[src/rtl/sensor_input_conditioner.sv]
// sensor_input_conditioner
// Front end of the irrigation controller: synchronises and debounces the raw
// tank-level, humidity and temperature sensors, screens the tank-level
// combination for physical validity and drives clean registered sensor bits.
module sensor_input_conditioner #(
    parameter int DB_CYCLES    = 16,
    parameter int CNT_W        = 5,
    parameter int FAULT_CYCLES = 8
) (
    input  logic clk,
    input  logic rst_n,
    input  logic h_raw,
    input  logic m_raw,
    input  logic l_raw,
    input  logic us_raw,
    input  logic ua_raw,
    input  logic t_raw,
    output logic h,
    output logic m,
    output logic l,
    output logic us,
    output logic ua,
    output logic t,
    output logic lvl_fault,
    output logic upd
);

    // Bit order used for every 6-bit sensor vector: {h, m, l, us, ua, t}
    localparam int NB = 6;
    localparam int FC_W = (FAULT_CYCLES > 2) ? $clog2(FAULT_CYCLES) : 1;

    // Idle value of the sensor bits: tank empty, soil wet, air humid, not hot
    localparam logic [NB-1:0]    RST_VAL = 6'b000110;
    localparam logic [CNT_W-1:0] DB_LAST = CNT_W'(DB_CYCLES - 1);
    localparam logic [CNT_W-1:0] CNT_ONE = CNT_W'(1);
    localparam logic [FC_W-1:0]  FC_LAST = FC_W'(FAULT_CYCLES - 1);
    localparam logic [FC_W-1:0]  FC_ONE  = FC_W'(1);

    typedef enum logic [1:0] {
        ST_OK      = 2'd0,
        ST_SUSPECT = 2'd1,
        ST_FAULT   = 2'd2
    } lvl_state_t;

    logic [NB-1:0]    w_raw;
    logic [NB-1:0]    r_s1;
    logic [NB-1:0]    r_s2;
    logic [NB-1:0]    r_flt;
    logic [CNT_W-1:0] r_cnt [NB];

    lvl_state_t       r_state;
    lvl_state_t       w_state_nxt;
    logic [FC_W-1:0]  r_fcnt;
    logic [FC_W-1:0]  w_fcnt_nxt;
    logic [2:0]       w_lvl;
    logic             w_lvl_valid;
    logic             w_lvl_load;

    logic [NB-1:0]    w_out_nxt;
    logic [NB-1:0]    r_out;
    logic             r_fault;
    logic             r_upd;

    assign w_raw = {h_raw, m_raw, l_raw, us_raw, ua_raw, t_raw};

    // Two-flop synchroniser on every asynchronous sensor input
    always_ff @(posedge clk) begin
        if (!rst_n) begin
            r_s1 <= '0;
            r_s2 <= '0;
        end else begin
            r_s1 <= w_raw;
            r_s2 <= r_s1;
        end
    end

    // Per-bit debounce: a filtered bit only follows after DB_CYCLES consecutive
    // disagreeing samples; any agreeing sample restarts the count
    always_ff @(posedge clk) begin
        if (!rst_n) begin
            r_flt <= RST_VAL;
            for (int i = 0; i < NB; i++) begin
                r_cnt[i] <= '0;
            end
        end else begin
            for (int i = 0; i < NB; i++) begin
                if (r_s2[i] == r_flt[i]) begin
                    r_cnt[i] <= '0;
                end else if (r_cnt[i] == DB_LAST) begin
                    r_flt[i] <= r_s2[i];
                    r_cnt[i] <= '0;
                end else begin
                    r_cnt[i] <= r_cnt[i] + CNT_ONE;
                end
            end
        end
    end

    // Only "filled from the bottom" tank readings are physically possible
    assign w_lvl       = r_flt[5:3];
    assign w_lvl_valid = (w_lvl == 3'b000) || (w_lvl == 3'b001) ||
                         (w_lvl == 3'b011) || (w_lvl == 3'b111);

    // Level FSM state register
    always_ff @(posedge clk) begin
        if (!rst_n) begin
            r_state <= ST_OK;
            r_fcnt  <= '0;
        end else begin
            r_state <= w_state_nxt;
            r_fcnt  <= w_fcnt_nxt;
        end
    end

    // Level FSM next state: suspect on a bad reading, fault only when the bad
    // reading persists, and leave fault only after a persistent good reading
    always_comb begin
        w_state_nxt = r_state;
        w_fcnt_nxt  = r_fcnt;
        w_lvl_load  = 1'b0;
        case (r_state)
            ST_OK: begin
                if (w_lvl_valid) begin
                    w_lvl_load = 1'b1;
                end else begin
                    w_state_nxt = ST_SUSPECT;
                    w_fcnt_nxt  = FC_ONE;
                end
            end
            ST_SUSPECT: begin
                if (w_lvl_valid) begin
                    w_state_nxt = ST_OK;
                    w_lvl_load  = 1'b1;
                    w_fcnt_nxt  = '0;
                end else if (r_fcnt == FC_LAST) begin
                    w_state_nxt = ST_FAULT;
                    w_fcnt_nxt  = '0;
                end else begin
                    w_fcnt_nxt = r_fcnt + FC_ONE;
                end
            end
            ST_FAULT: begin
                if (!w_lvl_valid) begin
                    w_fcnt_nxt = '0;
                end else if (r_fcnt == FC_LAST) begin
                    w_state_nxt = ST_OK;
                    w_lvl_load  = 1'b1;
                    w_fcnt_nxt  = '0;
                end else begin
                    w_fcnt_nxt = r_fcnt + FC_ONE;
                end
            end
            default: begin
                w_state_nxt = ST_OK;
                w_fcnt_nxt  = '0;
            end
        endcase
    end

    // Level bits hold the last accepted valid reading; the others track the filter
    assign w_out_nxt = {(w_lvl_load ? w_lvl : r_out[5:3]), r_flt[2:0]};

    // Output register, fault flag aligned with FAULT state, change pulse
    always_ff @(posedge clk) begin
        if (!rst_n) begin
            r_out   <= RST_VAL;
            r_fault <= 1'b0;
            r_upd   <= 1'b0;
        end else begin
            r_out   <= w_out_nxt;
            r_fault <= (w_state_nxt == ST_FAULT);
            r_upd   <= (w_out_nxt != r_out);
        end
    end

    assign {h, m, l, us, ua, t} = r_out;
    assign lvl_fault            = r_fault;
    assign upd                  = r_upd;

endmodule

[config.mk]
export PLATFORM = sky130hd
export DESIGN_NAME = sensor_input_conditioner
export DESIGN_NICKNAME = d
export VERILOG_FILES = /design/src/rtl/sensor_input_conditioner.sv
export SDC_FILE = /design/constraint.sdc
export NUM_CORES = 1
export LEC_CHECK = 0
export ABC_CLOCK_PERIOD_IN_PS = 1950
export CAP_MARGIN = 20
export CELL_PAD_IN_SITES_DETAIL_PLACEMENT = 1
export CELL_PAD_IN_SITES_GLOBAL_PLACEMENT = 1
export CORE_MARGIN = 2
export CORE_UTILIZATION = 25
export DETAILED_ROUTE_END_ITERATION = 8
export PLACE_DENSITY = 0.57
export SLEW_MARGIN = 20
export SYNTH_ARGS = -nofsm -noshare
export SYNTH_HDL_FRONTEND = slang
export SYNTH_SLANG_ARGS = --single-unit
[constraint.sdc]
create_clock -name clk -period 1.95 [get_ports clk]
set_input_delay 0.39 -clock clk [delete_from_list [all_inputs] [get_ports clk]]
set_output_delay 0.39 -clock clk [all_outputs]
set_load 0.03 [all_outputs]
==> impl_metrics.yaml <==
run_status:
  run_status: "complete, no violations"
timing:
  period_share: 0.960
  layout_setup_ws_ns: 0.0773
  setup-tns-final_ns: 0
  fmax_mhz: 534
  skew_ns: 0.00469
  hold_ws_ns: 0.434
  final-hold-violation-count: 0
  setup_viol: 0
  slew_violations: 0
  min_period_ns: 1.87
  rsz0062_at_grt: "no"
drt:
  drc: 0
  vias_per_cell: 4.08
  vias: 1761
  drt_wl_total_um: 4820
  met1_length_um: 2230
  wl_met2_um: 2240
  routed.top_layer: "met4"
  wl_met3_um: 245
  firstDrtPassIters: 4
  ant_nets: 0
  routedWlPerCell_um: 11.2
  drt_iter0_markers: 48
cells_and_area:
  seq_area_um2: 1520
  layout_commonest_cell: "nor2_1"
  area_growth_pct: 21.5
  drive_gt1_frac: 0.0608
  finalNetCount: 313
  multi_input_area_um2: 1170
  num_antenna_cells: 0
  layout.cells.non_filler: 432
  final_cell_mix: "nor2_1 (37), dfxtp_1 (31), edfxtp_1 (30), conb_1 (30), xnor2_1 (15)"
  nFillCells: 1216
cts:
  cts_sinks: 61
  cts.clk_slew.worst_paths_ns: 0.06
  ctsHoldBuffers: 0
  insertion_delay_ns: 0.34
  cts_tree: "done"
  cts_inserted_buffers: 9
  cts_max_level: 3
  cts_root_buf: "clkbuf_8"
  clock_path_buffers: 2
setup_path:
  worstSetupStartpointType: "flip-flop"
  critPathBufInv: 1
  crit_path_top_delay_cell: "clkdlybuf4s50_1"
  critPathTopFamily: "buffers and inverters"
  path_cells: "clkdlybuf4s50_1"
  required_ns: 1.56
  path_class: "flip-flop to output pin"
  critical_path_arrival_ns: 1.48
  cpPeakStageDelay_ns: 0.71
  crit_path_end_kind: "output pin"
  crit_path_max_fanout: 5
placed_design:
  io_buffer_count: 15
  pre_cts_ws_ns: 0.0544
  hpwlAfterDp_um: 3460
  dp_cells: 416
  gp_congestion: 0.695
yosys:
  synth-seq-area-share: 0.566
  ys_seq_elements: 61
  yosys_most_used_dff: "dfxtp_1"
  yosysWarnings: 0
  synth-edff-count: 30
  netlist-cell-type-count: 41
  synthArstFlopShare: 0
  avgSynthCellArea_um2: 11.2
  postSynthCellCount: 240
  netlist_area_um2: 2690
floorplanning:
  initial_core_util: 0.259
  die_h_um: 108
  coreArea_um2: 10400
  die_width_um: 108
  ios: 16
  fp-row-count: 37
  fp.dieArea_um2: 11600
power_and_ir_drop:
  vdd_drop_max_mv: 0.305
  power.density_nw_per_um2: 777
  power_leakage_nw: 1.34
hold_path:
  hold_class: "flip-flop to flip-flop"
grt:
  grt_usage: 0.0985
  grt_pass1_vias: 1965
  grt-ovfl-total: 0
  grt_max_degree: 23
  grt_pass1_wl_um: 8660
  antenna_found_initial: 0
job:
  maxCapViolCount: 0
[report_power, final]
group	switching, mW	internal, mW
combinational	0.0635	0.0585
clock	0.462	0.531
sequential	0.0278	1.40
total	0.554	1.99
[final cells by class]
cell class	count	area share
clock buffer	15	0.0509
clock inverter	1	0.00153
inverter	14	0.0161
multi-input combinational	187	0.359
sequential	61	0.466
tap	136	0.0521
timing repair buffer	18	0.0544
[state kept, by name (all words and copies together), names as in the netlist]
signal     flops
lvl_fault      1
r_cnt         30
r_fcnt         3
r_flt          6
r_out          6
r_s1           6
r_s2           6
r_state        2
upd            1
[Yosys cell counts (all sizes together), types with 6 or more instances]
cell type,count,area (µm²)
mux2i,8,80.1
xor2,6,52.6
inv,14,52.6
nor2,38,150
edfxtp,30,901
and2,14,87.6
dfxtp,31,621
nand3,6,30.0
or3,6,37.5
xnor2,15,131
nand2,7,26.3
and3,9,56.3
ha,14,175
[through the flow]
stage | utilization | cell area [µm²] | total power [mW]
2_1_floorplan | - | 2800 | 1.53
3_3_place_gp | 0.298 | 3090 | 1.57
3_5_place_dp | 0.298 | 3090 | 1.58
4_1_cts | 0.315 | 3260 | 2.60
5_1_grt | 0.315 | 3270 | 2.69
6_report | 0.315 | 3270 | 2.54
[logic make-up (layout without fill, tap and decap cells)]
logic type	count (synthesis)	after routing	synth area share
simple gates	92	92	0.173
flops	61	61	0.566
compound gates	22	22	0.0591
xor+xnor	21	21	0.0684
buf+inv	21	48	0.0381
fa+ha+maj	14	14	0.0651
mux	8	8	0.0298
other cells	1	30	0.00139
[path summary, 6_finish.rpt]
path | startpoint | to | cells past startpoint | slack [ns]
worst min-delay path | r_s1[3]$_SDFF_PN0_ | r_s2[3]$_SDFF_PN0_ | 1 | 0.43
worst max-delay path | r_out[5]$_SDFF_PN0_ | h | 1 | 0.08
worst min register to register | r_s1[3]$_SDFF_PN0_ | r_s2[3]$_SDFF_PN0_ | 1 | 0.43
worst max register to register | r_cnt[3][0]$_SDFFCE_PN0P_ | r_cnt[3][3]$_SDFFCE_PN0P_ | 5 | 0.16
[metal layers]
metal / vias up / global-route usage
li1: 893 / -
met1: 836 / 0.109
met2: 22 / 0.161
met3: 10 / 0.0400
met4: 0 / 0.0522
met5: - / 0
[repair_timing]
item / 4_1_cts / 5_1_grt
resized for setup: 0 / 2
buffers inserted: 0 / 0
endpoints found under the setup margin: 0 / 2
No activity file was read; power rests on OpenSTA's default activity.
==> variant: new RTL, config.mk and constraints unchanged <==
Re-encode `lvl_state_t` (3 states) as one-hot, 3 bits wide.
--- a/src/rtl/sensor_input_conditioner.sv
+++ b/src/rtl/sensor_input_conditioner.sv
@@ -36,10 +36,10 @@
     localparam logic [FC_W-1:0]  FC_LAST = FC_W'(FAULT_CYCLES - 1);
     localparam logic [FC_W-1:0]  FC_ONE  = FC_W'(1);
 
-    typedef enum logic [1:0] {
-        ST_OK      = 2'd0,
-        ST_SUSPECT = 2'd1,
-        ST_FAULT   = 2'd2
+    typedef enum logic [2:0] {
+        ST_OK      = 3'b001,
+        ST_SUSPECT = 3'b010,
+        ST_FAULT   = 3'b100
     } lvl_state_t;
 
     logic [NB-1:0]    w_raw;
Behaviour: no difference found for any inputs over 10 cycles, from zero or initial values and one cycle with rst_n low; not proved beyond that.
==> variant against the unedited design <==
- global-route usage decreased by 0.60 points
- fmax increased by 4.5%
- largest cell class unchanged
- wire length decreased by 4.1%
- largest power group unchanged
- design area increased by 3.5%
- sequential cell count increased by 1
- setup slack improved by 0.080 ns
- total power increased by 9.2%
- synthesized area increased by 1.9%
- clock skew increased by 0.0047 ns
==> variant: results (changes against the unedited design) <==
Place
  • DP HPWL: 3279 um (was 3457 um)
  • RD Place Congestion: 0.7478 (was 0.6953)
  • Pre-CTS WS: 0.2069 ns (was 0.05442 ns)

Final layout
  • Inverters: 12 (was 14)
  • Fill cells: 1259 (was 1216)
  • Layout cell share with drive strength beyond 1: 0.06803 (was 0.06081)
  • CLK BUF: 12 (was 15)
  • Final-layout non-clock buffer area share: 0.05031 (was 0.05436)
  • Multi-input combinational area share: 0.3674 (was 0.3595)
  • Layout Nets: 311 (was 313)
  • Non-CTS buffers: 16 (was 18)
  • Comb_multi_in: 188 (was 187)

Power
  • P_sw: 0.0005773 W (was 0.0005536 W)
  • VDD IR max: 0.0003272 V (was 0.0003054 V)
  • Seq pwr share: 0.520 (was 0.561)

Global route
  • GR Layer Usage met3: 0.04363 (was 0.03995)
  • Met2 track utilization from global routing: 0.1402 (was 0.1613)
  • Largest net degree at the start of global routing: 38 (was 23)

Drt
  • Met3 wire length: 180 um (was 245 um)
  • Drt total wl: 4620 um (was 4818 um)
  • DR WL met2: 2101 um (was 2238 um)
  • M1 WL: 2259 um (was 2229 um)

Synth
  • Compound-cell area share of the yosys netlist: 0.04749 (was 0.05907)
  • Top post-synthesis cells by area: edfxtp_1 (33%), dfxtp_1 (23%), ha_1 (6.4%), xor2_1 (4.8%), nor2_1 (4.4%) (was edfxtp_1 (33%), dfxtp_1 (23%), ha_1 (6.5%), nor2_1 (5.2%), xnor2_1 (4.9%))
  • Mux share of post-synthesis cell area: 0.03653 (was 0.02977)
  • Post-Synth Adder-Cell Area: 0.06393 (was 0.06512)
  • XOR/XNOR share of the synthesized area: 0.07671 (was 0.06837)

Setup path
  • Reg2reg start: r_fcnt[0] (was r_cnt[3][0])

Worst hold path
  • HP Start: r_s1[0] (was r_s1[3])

Outcome
  • Status: finished, final reports clean (unchanged)

STA
  • Hold_ws: 0.4288 ns (was 0.4338 ns)
==> variant: cell types whose count changed after synthesis, moves of 3 or more <==
cell	change
nand3b_1	+9
xnor2_1	-6
xor2_1	+9
nor2_1	-5
a21boi_0	+4
o21a_1	-3
or3_1	-5
nor2b_1	+9
and3_1	-3
==> variant: kinds of logic (layout without fill, tap and decap cells) <==
logic type | count (synthesis) | in the layout
adders and majority gates | 14 | 14
xor gates and xnor gates | 24 | 24
muxes | 10 | 10
and+or+nand+nor | 93 | 93
DFF | 62 | 62
buffers and inverters | 17 | 44
AOI/OAI and AO/OA | 17 | 17
other | 1 | 30
==> variant: stage by stage <==
| step | instance area (um2) | std cells |
|---|---|---|
| 3_3_place_gp | 3174 | 418 |
| 3_5_place_dp | 3174 | 418 |
| 2_1_floorplan | 2849 | 267 |
| 5_1_grt | 3382 | 434 |
| 6_report | 3382 | 434 |
| 4_1_cts | 3382 | 434 |
